File: config.mk
export PLATFORM = sky130hd
export DESIGN_NAME = rf_writeback_queue_flat
export DESIGN_NICKNAME = d
export VERILOG_FILES = /design/src/rtl/rf_writeback_queue_if.sv /design/src/rtl/rf_writeback_queue.sv /design/src/flat_wrapper.sv
export SDC_FILE = /design/constraint.sdc
export NUM_CORES = 1
export LEC_CHECK = 0
export CAP_MARGIN = 30
export CORE_UTILIZATION = 40
export DETAILED_ROUTE_END_ITERATION = 10
export PLACE_DENSITY = 0.65
export SETUP_SLACK_MARGIN = 0.4
export SLEW_MARGIN = 20
export SYNTH_ARGS = -nofsm -noshare
export SYNTH_HDL_FRONTEND = slang
export SYNTH_SLANG_ARGS = --single-unit
File: constraint.sdc
create_clock -name CLK -period 10.9 [get_ports CLK]
set_input_delay 2.18 -clock CLK [delete_from_list [all_inputs] [get_ports CLK]]
set_output_delay 2.18 -clock CLK [all_outputs]
set_load 0.05 [all_outputs]
File: src/rtl/rf_writeback_queue_if.sv
// Writeback queue bus: producer push, register-file write port, decode bypass.
// The slave modport is the queue side; master is the surrounding pipeline.
interface rf_writeback_queue_if #(
  parameter int ADDRESS_PORT_WIDTH = 5,
  parameter int REG_WIDTH = 32,
  parameter int DEPTH = 4
);
  localparam int CW = $clog2(DEPTH) + 1;

  logic                          in_valid;
  logic                          in_ready;
  logic [ADDRESS_PORT_WIDTH-1:0] in_addr;
  logic [REG_WIDTH-1:0]          in_data;
  logic                          wr_stall;
  logic                          RegWrite;
  logic [ADDRESS_PORT_WIDTH-1:0] WriteAddress;
  logic [REG_WIDTH-1:0]          WriteData;
  logic [ADDRESS_PORT_WIDTH-1:0] q_addr;
  logic                          q_hit;
  logic [REG_WIDTH-1:0]          q_data;
  logic [CW-1:0]                 count;

  modport slave (
    input  in_valid, in_addr, in_data,
    input  wr_stall, q_addr,
    output in_ready, RegWrite,
    output WriteAddress, WriteData,
    output q_hit, q_data, count
  );

  modport master (
    output in_valid, in_addr, in_data,
    output wr_stall, q_addr,
    input  in_ready, RegWrite,
    input  WriteAddress, WriteData,
    input  q_hit, q_data, count
  );
endinterface

File: src/rtl/rf_writeback_queue.sv
// Register-file writeback FIFO with youngest-match bypass lookup.
// Define WBQ_COALESCE_EN to merge a push into a matching youngest entry.
module rf_writeback_queue #(
  parameter int ADDRESS_PORT_WIDTH = 5,
  parameter int REG_WIDTH = 32,
  parameter int DEPTH = 4
) (
  input logic CLK,
  input logic Reset,
  rf_writeback_queue_if.slave bus
);
  localparam int PW = $clog2(DEPTH);
  localparam int CW = PW + 1;

  typedef logic [ADDRESS_PORT_WIDTH-1:0] addr_t;
  typedef logic [REG_WIDTH-1:0] data_t;

  addr_t addr_q [DEPTH];
  data_t data_q [DEPTH];
  logic [PW-1:0] rd_ptr;
  logic [PW-1:0] wr_ptr;
  logic [CW-1:0] count;

  logic  empty;
  logic  full;
  logic  push;
  logic  pop;
  logic  merge;
  logic  alloc;
  logic  hit;
  data_t hit_data;

  assign empty = count == '0;
  assign full  = count == CW'(DEPTH);
  assign pop   = !empty && !bus.wr_stall;
  assign push  = bus.in_valid && !full;

`ifdef WBQ_COALESCE_EN
  logic [PW-1:0] tail;
  assign tail  = wr_ptr - PW'(1);
  // A lone head leaving this edge cannot absorb the push.
  assign merge = push && !empty
              && bus.in_addr != '0
              && addr_q[tail] == bus.in_addr
              && !(pop && count == CW'(1));
`else
  assign merge = 1'b0;
`endif

  assign alloc = push && bus.in_addr != '0 && !merge;

  assign bus.in_ready     = !full;
  assign bus.RegWrite     = pop;
  assign bus.WriteAddress = empty ? '0 : addr_q[rd_ptr];
  assign bus.WriteData    = empty ? '0 : data_q[rd_ptr];
  assign bus.count        = count;
  assign bus.q_hit        = hit;
  assign bus.q_data       = hit_data;

  // Walk oldest to youngest so the last match wins.
  always_comb begin
    hit      = 1'b0;
    hit_data = '0;
    for (int i = 0; i < DEPTH; i++) begin
      if (bus.q_addr != '0
          && CW'(i) < count
          && addr_q[rd_ptr + PW'(i)] == bus.q_addr) begin
        hit      = 1'b1;
        hit_data = data_q[rd_ptr + PW'(i)];
      end
    end
  end

  always_ff @(posedge CLK or posedge Reset) begin
    if (Reset) begin
      rd_ptr <= '0;
      wr_ptr <= '0;
      count  <= '0;
      for (int i = 0; i < DEPTH; i++) begin
        addr_q[i] <= '0;
        data_q[i] <= '0;
      end
    end else begin
      if (alloc) begin
        addr_q[wr_ptr] <= bus.in_addr;
        data_q[wr_ptr] <= bus.in_data;
        wr_ptr         <= wr_ptr + PW'(1);
      end
`ifdef WBQ_COALESCE_EN
      if (merge) begin
        data_q[tail] <= bus.in_data;
      end
`endif
      if (pop) begin
        rd_ptr <= rd_ptr + PW'(1);
      end
      unique case ({alloc, pop})
        2'b10:   count <= count + CW'(1);
        2'b01:   count <= count - CW'(1);
        default: count <= count;
      endcase
    end
  end
endmodule

File: src/flat_wrapper.sv
// flat-port wrapper written by rule: the top's interface ports become plain ports
module rf_writeback_queue_flat 
#(
  parameter int ADDRESS_PORT_WIDTH = 5,
  parameter int REG_WIDTH = 32,
  parameter int DEPTH = 4
)
  (CLK, Reset, bus_in_valid, bus_in_addr, bus_in_data, bus_wr_stall, bus_q_addr, bus_in_ready, bus_RegWrite, bus_WriteAddress, bus_WriteData, bus_q_hit, bus_q_data, bus_count);
  rf_writeback_queue_if #(.ADDRESS_PORT_WIDTH(ADDRESS_PORT_WIDTH), .REG_WIDTH(REG_WIDTH), .DEPTH(DEPTH)) bus_i ();
  input logic CLK;
  input logic Reset;
  input wire logic [$bits(bus_i.in_valid)-1:0] bus_in_valid;
  input wire logic [$bits(bus_i.in_addr)-1:0] bus_in_addr;
  input wire logic [$bits(bus_i.in_data)-1:0] bus_in_data;
  input wire logic [$bits(bus_i.wr_stall)-1:0] bus_wr_stall;
  input wire logic [$bits(bus_i.q_addr)-1:0] bus_q_addr;
  output wire logic [$bits(bus_i.in_ready)-1:0] bus_in_ready;
  output wire logic [$bits(bus_i.RegWrite)-1:0] bus_RegWrite;
  output wire logic [$bits(bus_i.WriteAddress)-1:0] bus_WriteAddress;
  output wire logic [$bits(bus_i.WriteData)-1:0] bus_WriteData;
  output wire logic [$bits(bus_i.q_hit)-1:0] bus_q_hit;
  output wire logic [$bits(bus_i.q_data)-1:0] bus_q_data;
  output wire logic [$bits(bus_i.count)-1:0] bus_count;
  assign bus_i.in_valid = bus_in_valid;
  assign bus_i.in_addr = bus_in_addr;
  assign bus_i.in_data = bus_in_data;
  assign bus_i.wr_stall = bus_wr_stall;
  assign bus_i.q_addr = bus_q_addr;
  assign bus_in_ready = bus_i.in_ready;
  assign bus_RegWrite = bus_i.RegWrite;
  assign bus_WriteAddress = bus_i.WriteAddress;
  assign bus_WriteData = bus_i.WriteData;
  assign bus_q_hit = bus_i.q_hit;
  assign bus_q_data = bus_i.q_data;
  assign bus_count = bus_i.count;
  rf_writeback_queue #(.ADDRESS_PORT_WIDTH(ADDRESS_PORT_WIDTH), .REG_WIDTH(REG_WIDTH), .DEPTH(DEPTH)) u_core (.CLK(CLK), .Reset(Reset), .bus(bus_i));
endmodule
Word-level counts from Yosys, hierarchy flattened
Cells that the tools add are included.

Add/subtract/negate cells: 6. $mul: 0. Div/mod/pow operators: 0. Magnitude comparators: 10. Eq/ne operators: 7. Shift operators: 0. Multiplexer cells: 41. Bitwise operators: 5. Reduce and logical (&&, ||, !) cells: 19.

Operators by type and width (number): 32-bit two-way mux (14); 32-bit binary-select mux with 2-bit select (4); 128-bit bitwise mux (1); 32-bit demux with 2-bit select (1); 5-bit two-way mux (10); 5-bit binary-select mux with 2-bit select (4); 20-bit bitwise mux (1); 5-bit equality test (4); 3-bit >= comparator, second input constant (5); 2-bit NOT with 3-bit output (5); 1-bit logical AND (12); 5-bit demux with 2-bit select (1); 5-bit nonzero test (2); 1-bit by 3-bit < comparator with 1-bit output, first input constant (2); 2-bit by 3-bit < comparator with 1-bit output, first input constant (2); 3-bit case mux with 2 select lines (1); 2-bit by 1-bit adder with 2-bit output, second input constant (2); 2-bit adder, second input constant (2); 1-bit two-way mux (4); 3-bit by 1-bit adder with 3-bit output, second input constant (1); 3-bit equality test, second input constant (1); 1-bit zero test (3); 3-bit zero test (1); 3-bit by 1-bit < comparator with 1-bit output, second input constant (1); other kinds (4) (4).

Register bits: 155. Latch bits: 0. RAM bits: 0. Bits in read-only memories: 0. Input bits: 46. Memories: 0.

Logic depth before layout (Yosys ltp)
Word-level depth: 10. Gate-level depth with buffers: 11. Gate-level depth less buffers: 10.

Worst setup path after synthesis
No wires, ideal clock.

Path kind: input-to-output. Start: in bus_q_addr[1]. End: out bus_q_data[0]. Data arrival time: 4.954 ns. Data required time: 8.720 ns. Path slack: 3.766 ns. Stages: 9. Buffers on the path: 3. Cells stage by stage: clkbuf_1 -> nor4_1 -> a22oi_1 -> nand4_1 -> or2_1 -> clkbuf_1 -> clkbuf_1 -> o31ai_1 -> o32ai_1.

Word-level cells in the longest chain between the ends: 7.

Ends and longest elaborated chain: start, declared (line flat_wrapper.sv:16) `input wire logic [$bits(bus_i.q_addr)-1:0] bus_q_addr;`; 5-bit nonzero test (line rf_writeback_queue.sv:65) `if (bus.q_addr != '0`; 1-bit logical AND (line rf_writeback_queue.sv:66) `&& CW'(i) < count`; 1-bit logical AND (line rf_writeback_queue.sv:67) `&& addr_q[rd_ptr + PW'(i)] == bus.q_addr) begin`; 32-bit two-way mux (3 in series) (line rf_writeback_queue.sv:65); 32-bit two-way mux * (line rf_writeback_queue.sv:65); end, declared (line flat_wrapper.sv:22) `output wire logic [$bits(bus_i.q_data)-1:0] bus_q_data;`.

Every way passes the cells marked *; elsewhere a longest branch is shown, timed or not.

Final worst setup path
Start: in bus_q_addr[1]. End: out bus_q_data[2].

The elaborated chain is that of the path after synthesis.

==> parameters.txt <==
Parameter                              Value

Outcome
  Run status ... finished clean

Global routing
  Global-route wire length before repair ... 49500 microns
  Congestion Overflow GR ... 0
  Vias in the first global route ... 8748
  Pin count of the biggest net entering global routing ... 85
  Total global-route track usage ... 22.1%
  Antenna violations before repair ... 1

Routing
  Final antenna-violating net count ... 0
  Drt first pass iters ... 7
  Violation count after the first detailed-route iteration ... 661
  Number of vias after detailed routing ... 8922
  Final routed wirelength across all metal layers ... 31300 microns
  Mean routed wirelength per cell ... 21.2 microns
  Number of vias per cell after detailed routing ... 6.04
  Residual DRC ... 0

STA
  Relative slew margins ... 38.0%
  Final Hold Viols ... 0
  Post-layout minimum cycle time ... 8.54 ns
  Fin Setup TNS ... 0 ns
  Max Clock Skew ... 0.00615 ns
  Final critical-path setup slack ... 2.36 ns
  Fraction of the cycle the final worst path needs ... 78.3%
  Fin. max-slew vios ... 0
  Number of endpoints failing setup at the final stage ... 0
  Unrepaired setup endpoints after global routing ... no
  Maximum clock frequency ... 0.117 GHz
  Worst Max-Slew Pin Slew ... 0.930 ns

Critical path
  Crit start category ... input pin
  Dominant cell type by count on the critical path ... clkdlybuf4s50_1
  Crit path max-delay cell type ... clkdlybuf4s50_1
  CP arrival ... 6.36 ns
  Critical path class ... in2out
  Critical Path RT ... 8.72 ns
  Crit-path cells ... clkdlybuf4s50_1 -> nor4_1 -> nand2_1 -> nand3_2 -> or2_2 -> buf_4 -> a311oi_1 -> o32ai_2 -> clkdlybuf4s50_1
  Slowest stage delay, CP ... 0.86 ns
  Critical Path End Type ... output port
  Largest driver fanout on the critical path ... 41

Logic synthesis
  YS warnings ... 0
  Multiplexer share of the synthesized area ... 33.9%
  Synthesized netlist cell count ... 1028
  Unique masters post-synth ... 41
  Ys async rst share ... 100%
  Basic-gate share of the synthesized area counting and, or, nand and nor cells ... 10.9%
  Number of enable-type register cells in the synthesized netlist ... 0
  Xor and xnor area share after synthesis ... 2.01%
  Average footprint of a synthesized cell ... 11.0 sq um
  Synth Flop Type ... dfrtp_1
  Largest family of logic cells by synthesized area ... multiplexers
  Adder-cell area share of the yosys netlist ... 0.993%
  Proportion of synthesized chip area in sequential cells ... 34.2%
  Cell area after technology mapping ... 11300 sq um
  Flip-flop and latch count after synthesis ... 155
  Nets in the synthesized netlist ... 1083
  Share of the synthesized area in compound gates (AO/OA/AOI/OAI) ... 13.7%

Placed design
  Number of buffers inserted by port buffering ... 120
  Place WS ... 2.48 ns
  Placer Congestion ... 0.807
  Estimated wirelength of the detail-placed design ... 19100 microns

Floorplan
  Chip Width ... 170 microns
  Number of rows in the core area ... 61
  Area of the die ... 29000 sq um
  Io pins ... 121
  Initial standard-cell utilization of the core ... 40.7%
  Die Ht ... 170 microns
  Std-Cell Core Area ... 27900 sq um

Finish
  Antenna diode count ... 0
  P&R area growth vs syn ... 18.2%
  Share of cells above drive strength 1 ... 28.8%
  Final #Nets ... 1141
  Number of filler instances in the final layout ... 2533

CTS
  CTS Root Cell ... clkbuf_16
  Clock insertion delay at the later pin of the skew report ... 0.43 ns
  CTS max path bufs ... 2
  Number of sinks on the clock net ... 155
  CTS tree ... yes
  H-tree levels ... 4
  Number of buffers added by the clock tree synthesis step ... 17
  Post-CTS sizing ... 0
  Number of buffers inserted by post-CTS setup repair ... 0
  Clock-pin slew on the worst setup and hold paths ... 0.06 ns
  Quantity of hold-fixing buffers added after cts ... 0

Job
  Maximum Capacitance Violations ... 0

Hold path
  Type of the tightest min-delay check ... reg2reg
[cells in the final DEF (no fill, tap or decap), types with 9 or more instances in the layout]
master / netlist / routed
nand2_1: 91 / 87
buf_4: 0 / 19
clkbuf_16: 0 / 17
xnor2_1: 25 / 25
and3b_1: 16 / 16
mux2_2: 212 / 212
and2_1: 17 / 17
o21bai_1: 17 / 17
ha_1: 9 / 9
o32ai_2: 29 / 29
o31ai_1: 32 / 32
mux4_2: 9 / 9
dfrtp_1: 155 / 153
o21ai_0: 17 / 17
clkdlybuf4s50_1: 0 / 120
mux4_1: 11 / 11
mux2i_1: 96 / 96
nor3_1: 34 / 34
nor3b_1: 47 / 47
a311oi_1: 63 / 63
[metrics by stage]
| step | instances | instance area (sq um) | utilization [%] | hold slack [ns] |
|---|---|---|---|---|
| floorplan | 1028 | 11300 | - | 0.496 |
| global placement | 1441 | 12800 | 45.8 | 0.504 |
| detailed placement | 1444 | 12800 | 46.0 | 0.512 |
| CTS | 1476 | 13400 | 48.0 | 0.526 |
| global route | 1477 | 13400 | 48.1 | 0.542 |
| finish | 1477 | 13400 | 48.1 | 0.528 |
[cell families after synthesis]
logic type / count (synthesis)
simple gates: 228
mux: 328
flops: 155
xor+xnor: 26
compound gates: 169
fa+ha+maj: 9
buf+inv: 113
[registers in the layout, indices dropped and copies added, names as in the netlist]
signal and count:
u_core.data_q 128, u_core.rd_ptr 2, u_core.addr_q 20, u_core.bus.count 3, u_core.wr_ptr 2
[Yosys cell counts, drive strengths merged, types with 2 or more instances]
cell type,n,area share (%)
nor2b,6,0.33
nor3b,47,3.1
buf,35,1.7
nand4,3,0.17
a311oi,63,4.9
inv,9,0.30
o21bai,17,1.1
mux4,20,4.3
nand3,2,0.088
clkbuf,69,2.3
a21oi,2,0.088
mux2i,96,8.5
or2,2,0.11
a211o,2,0.15
and3b,16,1.2
ha,9,0.99
nand2,91,3.0
o31ai,32,2.1
o21ai,17,0.75
xnor2,25,1.9
mux2,212,21
nor3,34,1.5
o32ai,31,4.3
dfrtp,155,34
nor2,7,0.23
and2,17,0.94
[final timing paths]
check / startpoint / end / slack (ns) / cells past startpoint
worst min register to register: u_core.data_q[30]$_DFFE_PP0P_ / u_core.data_q[30]$_DFFE_PP0P_ / 0.53 / 1
worst min-delay path: u_core.data_q[30]$_DFFE_PP0P_ / u_core.data_q[30]$_DFFE_PP0P_ / 0.53 / 1
max in group asynchronous: Reset / u_core.rd_ptr[1]$_DFFE_PP0P_ / 7.41 / 4
worst max register to register: u_core.bus.count[0]$_DFFE_PP0P_ / u_core.data_q[108]$_DFFE_PP0P_ / 8.11 / 9
min in group asynchronous: Reset / u_core.data_q[36]$_DFFE_PP0P_ / 2.29 / 2
worst max-delay path: bus_q_addr[1] / bus_q_data[2] / 2.36 / 9
[worst max-delay path: cells and delay by family]
| family | cells | cell delay, ns |
|---|---|---|
| buffers and inverters | 3 | 1.84 |
| AO/OA/AOI/OAI | 2 | 0.38 |
| AND/OR/NAND/NOR | 4 | 1.94 |
[cell type report]
cell class | count | area [sq um] | area share, %
multi-input combinational | 760 | 7020 | 52.3
sequential | 155 | 3890 | 29.0
timing repair buffer | 143 | 1430 | 10.7
tap | 378 | 473 | 3.53
clock buffer | 21 | 460 | 3.44
clock inverter | 11 | 96.3 | 0.719
inverter | 9 | 40.0 | 0.299
[per-layer routing]
metal,global-route usage (%),up-vias,part of all wire [%]
li1,-,4054,-
met1,30.3,4556,45
met2,36.2,276,48
met3,3.67,34,5.6
met4,5.13,2,1.2
met5,0,-,0.035
Power is not shown: default switching activity piles up to over one toggle a cycle in this logic, so the estimate is an artifact.
==> variant 1, RTL diff (same settings) <==
Build with the macro `WBQ_COALESCE_EN` defined.
--- a/src/rtl/rf_writeback_queue.sv
+++ b/src/rtl/rf_writeback_queue.sv
@@ -1,5 +1,7 @@
 // Register-file writeback FIFO with youngest-match bypass lookup.
 // Define WBQ_COALESCE_EN to merge a push into a matching youngest entry.
+`define WBQ_COALESCE_EN
+
 module rf_writeback_queue #(
   parameter int ADDRESS_PORT_WIDTH = 5,
   parameter int REG_WIDTH = 32,
Check against the original RTL: not equivalent (Yosys sat finds a counterexample within 4 cycles, from zero or initial values and one cycle with Reset high).
==> variant 1 against the unedited design <==
  * Maximum frequency grew 0.96%
  * Core utilization grew 0.93 points
  * Largest cell class unchanged
  * Synthesized area shrank 4.3%
  * First-iteration DRC count shrank 11%
  * Design area shrank 3.6%
  * Sequential cell count is the same
  * Wire length shrank 8.6%
  * Worst setup slack gained 81 ps
Power is left out: the tool's default activity adds up to more than one toggle a clock period on the data nets, which glitch-free logic cannot reach.
==> variant 1: results <==
metrics = {
    "status": {
        "status": "complete, no violations",
    },
    "clock_tree": {
        "cts_resized": 0,
        "cts_max_level": 4,
        "cts_buffers": 17,
        "clk_pin_slew_worst_paths_ps": 70,
        "cts_buffer_depth": 2,
        "clock_latency_ps": 430,
    },
    "timing": {
        "finClkSkew_ps": 9.73,
        "tightest_slew_ps": 781,
    },
    "hold_path": {
        "hold_start": "u_core.data_q[73]",
    },
    "setup_path": {
        "crit_family": "buffers and inverters",
        "timing.rr.start": "u_core.wr_ptr[0]",
        "startpoint": "bus_q_addr[1]",
        "cp_max_fo": 36,
        "critPathMaxStageDelay_ps": 890,
    },
    "yosys": {
        "yosys.area_share.adder_pct": 1.04,
        "syn_inst": 1016,
        "synth_nets": 1071,
        "synth_cell_types": 44,
        "ys.flop_type": "dfrtp_1",
        "synthTopCellsByCount": "176 x mux2_2, 155 x dfrtp_1, 115 x mux2i_1",
        "synth_top_family_by_area": "multiplexers",
        "ys_seq_area_share_pct": 35.7,
        "synthMuxAreaShare_pct": 32.5,
        "synth_area_leaders": "dfrtp_1 36%, mux2_2 18%, mux2i_1 11%",
        "synth_xor_xnor_area_share_pct": 2.74,
        "synth_compound_area_share_pct": 14.4,
    },
    "route": {
        "vias": 8378,
        "drt_pass1_iterations": 5,
        "drt_iter0_drc": 588,
        "wl_um": 28600,
        "viasPerCell": 5.83,
    },
    "finish": {
        "layout-drive-gt1-share_pct": 25.8,
        "top_regs": "u_core.data_q (128), u_core.addr_q (20), u_core.bus.count (3)",
    },
    "place": {
        "dp_cells": 1400,
        "gp_congestion": 0.856,
        "dpl.hpwl_um": 18100,
    },
    "global_route": {
        "grt_usage_pct": 20.9,
        "grt_pass1_vias": 8158,
        "antenna_found_initial": 0,
        "grt_max_degree": 95,
        "grt_first_pass_wirelength_um": 45800,
    },
}
variant 1: cells by family (layout without fill, tap and decap cells):
group	count (synthesis)	after routing
xor gates and xnor gates	34	34
DFF	155	155
buffers and inverters	127	212
adders and majority gates	9	9
and+or+nand+nor	168	168
AOI/OAI and AO/OA	212	212
muxes	311	311
variant 1: final timing paths:
kind	to	slack, ps	cells after the start
setup / recovery	bus_q_data[14]	2440	11
hold / removal	u_core.data_q[73]	520	1
setup reg to reg	u_core.data_q[39]	6790	10
hold reg to reg	u_core.data_q[73]	520	1
max in group asynchronous	u_core.data_q[63]	7340	4
min in group asynchronous	u_core.addr_q[4]	2120	2
variant 1: area by class of cell:
cell class | count | area (um2)
Clock buffer | 18 | 429
Tap cell | 335 | 419
Clock inverter | 14 | 154
Inverter | 40 | 158
Sequential cell | 155 | 3880
Fill cell | 2408 | 13400
Timing Repair Buffer | 140 | 1420
Multi-Input combinational cell | 734 | 6460
variant 1: layer usage:
| layer | GRT usage (%) | share of wire [%] |
|---|---|---|
| met5 | 0 | 0 |
| met1 | 28.4 | 46 |
| met4 | 6.96 | 2.0 |
| met2 | 33.9 | 47 |
| met3 | 3.11 | 4.7 |
variant 1: stage by stage:
step / instance area [um2] / worst slack, ps / hold slack, ps
after floorplan: 10900 / 3300 / 480
after global placement: 12200 / 2500 / 493
after detailed placement: 12300 / 2450 / 502
after CTS: 12800 / 2440 / 517
after global routing: 12900 / 2280 / 537
final: 12900 / 2440 / 521
==> variant 2, RTL diff (same flow settings) <==
Without the edit above. Make the reset (`Reset`) synchronous in one clocked block.
--- a/src/rtl/rf_writeback_queue.sv
+++ b/src/rtl/rf_writeback_queue.sv
@@ -71,7 +71,7 @@
     end
   end
 
-  always_ff @(posedge CLK or posedge Reset) begin
+  always_ff @(posedge CLK) begin
     if (Reset) begin
       rd_ptr <= '0;
       wr_ptr <= '0;
Formal check against the unedited RTL: differs if Reset is asserted again (counterexample within 4 cycles, from zero or initial values and one cycle with Reset high); with Reset held inactive, the same outputs for 4 cycles.
==> variant 2 against the unedited design <==
  * Sequential cell count rose by 2
  * Non-clock buffer count fell by 2
  * Worst setup slack better by 510 ps
  * Largest cell class unchanged
  * Synthesized cell count shrank 3.3%
  * Synthesized area shrank 2.7%
  * Die area down 2.7%
  * Critical path depth shrank 1
  * Wire length shrank 1.5%
  * Clock skew fell by 0.52 ps
  * Highest routed layer is now met4
  * Design area decreased by 2.6%
==> variant 2: results <==
metrics = {
    "status": {
        "status": "complete, no violations",
    },
    "pwr": {
        "peakVddDrop_mv": 0.111,
        "power.switching_mw": 1.13,
        "leakage_nw": 4.52,
    },
    "yosys": {
        "syn_avg_cell_area_um2": 11.1,
        "synthTopCellsByCount": "171 x nand2_1, 148 x edfxtp_1, 83 x nor2_1",
        "yosys.area_share.adder_pct": 0.567,
        "synthMuxAreaShare_pct": 26.5,
        "synth_most_common_cell": "nand2_1",
        "ys_warn_count": 0,
        "synth_area_leaders": "edfxtp_1 40%, mux4_2 16%, nand2_1 5.8%",
        "synth_cell_types": 46,
        "synth_nets": 1045,
        "async_reset_ff_share_pct": 0,
        "synth-edff-count": 148,
        "synth_compound_area_share_pct": 7.45,
        "ys.flop_type": "edfxtp_1",
        "synth_xor_xnor_area_share_pct": 2.14,
        "ys_seq_area_share_pct": 41.9,
    },
    "place": {
        "pre_cts_ws_ps": 2920,
        "dp_cells": 1387,
        "place.port_buffers": 120,
        "dpl.hpwl_um": 19200,
        "gp_congestion": 0.803,
        "dpl_cell_area_um2": 12500,
    },
    "route": {
        "vias": 8187,
        "wl_um": 30800,
        "drt_iter0_drc": 666,
        "drt_pass1_iterations": 5,
        "wl_per_cell_um": 21.7,
    },
    "clock_tree": {
        "cts_root_buffer": "clkbuf_16",
        "cts_buffer_depth": 2,
        "cts_setup_buffers": 0,
        "clock_latency_ps": 420,
        "cts_max_level": 4,
        "cts_resized": 0,
    },
    "setup_path": {
        "critPathMaxStageDelay_ps": 810,
        "slowest_stage": "clkdlybuf4s50_1",
        "crit_arrival_ps": 5850,
        "cp_max_fo": 34,
    },
    "finish": {
        "finalNetCount": 1118,
        "layout-drive-gt1-share_pct": 16.8,
        "antenna_cells": 0,
        "num-fill-cells": 2458,
    },
    "global_route": {
        "antenna_found_initial": 0,
        "grt_usage_pct": 22.1,
        "grt_first_pass_wirelength_um": 47100,
        "grt_max_degree": 98,
    },
    "timing": {
        "finClkSkew_ps": 5.63,
        "tightest_slew_ps": 926,
    },
}
variant 2: power groups by stage:
stage               clock network, mW  registers, mW  logic [mW]
floorplan                           0          0.789        1.03
global route                    0.575          0.849        1.45
global placement                    0          0.853        1.33
CTS                             0.555          0.848        1.34
finish                          0.548          0.836        1.36
detailed placement                  0          0.860        1.34
variant 2: area by class of cell:
cell class                 count  area, um2  share of cell area, %
clock buffer                  19        433                   3.32
timing repair buffer         141       1420                   10.9
clock inverter                11        103                  0.786
multi-input combinational    710       5880                   45.1
inverter                      40        150                   1.15
sequential                   157       4630                   35.5
tap                          341        427                   3.27
variant 2: path summary, 6_finish.rpt:
check | from | to | slack (ps) | cells after the start
max | bus_q_addr[0] | bus_q_data[20] | 2870 | 8
min reg2reg | u_core.wr_ptr[1] | u_core.wr_ptr[1] | 620 | 2
min | u_core.wr_ptr[1] | u_core.wr_ptr[1] | 620 | 2
max reg2reg | u_core.bus.count[0] | u_core.data_q[2][14] | 8050 | 7
variant 2: worst max-delay path, delay by kind of cell:
| family | cells | cell delay, ps |
|---|---|---|
| compound gates | 2 | 520 |
| xor+xnor | 1 | 120 |
| buf+inv | 3 | 1950 |
| simple gates | 2 | 1060 |
variant 2: cells by family after synthesis:
logic type	Yosys count
adder cells (fa/ha/maj)	5
XOR/XNOR	27
buffers and inverters	127
flip-flops	157
multiplexers	185
AO/OA/AOI/OAI	111
AND/OR/NAND/NOR	382
variant 2: per-layer routing:
layer | wire (um) | track usage, %
met5 | 0 | 0
met4 | 1070 | 10.4
met3 | 1940 | 3.27
met2 | 14900 | 37.2
met1 | 12800 | 28.2
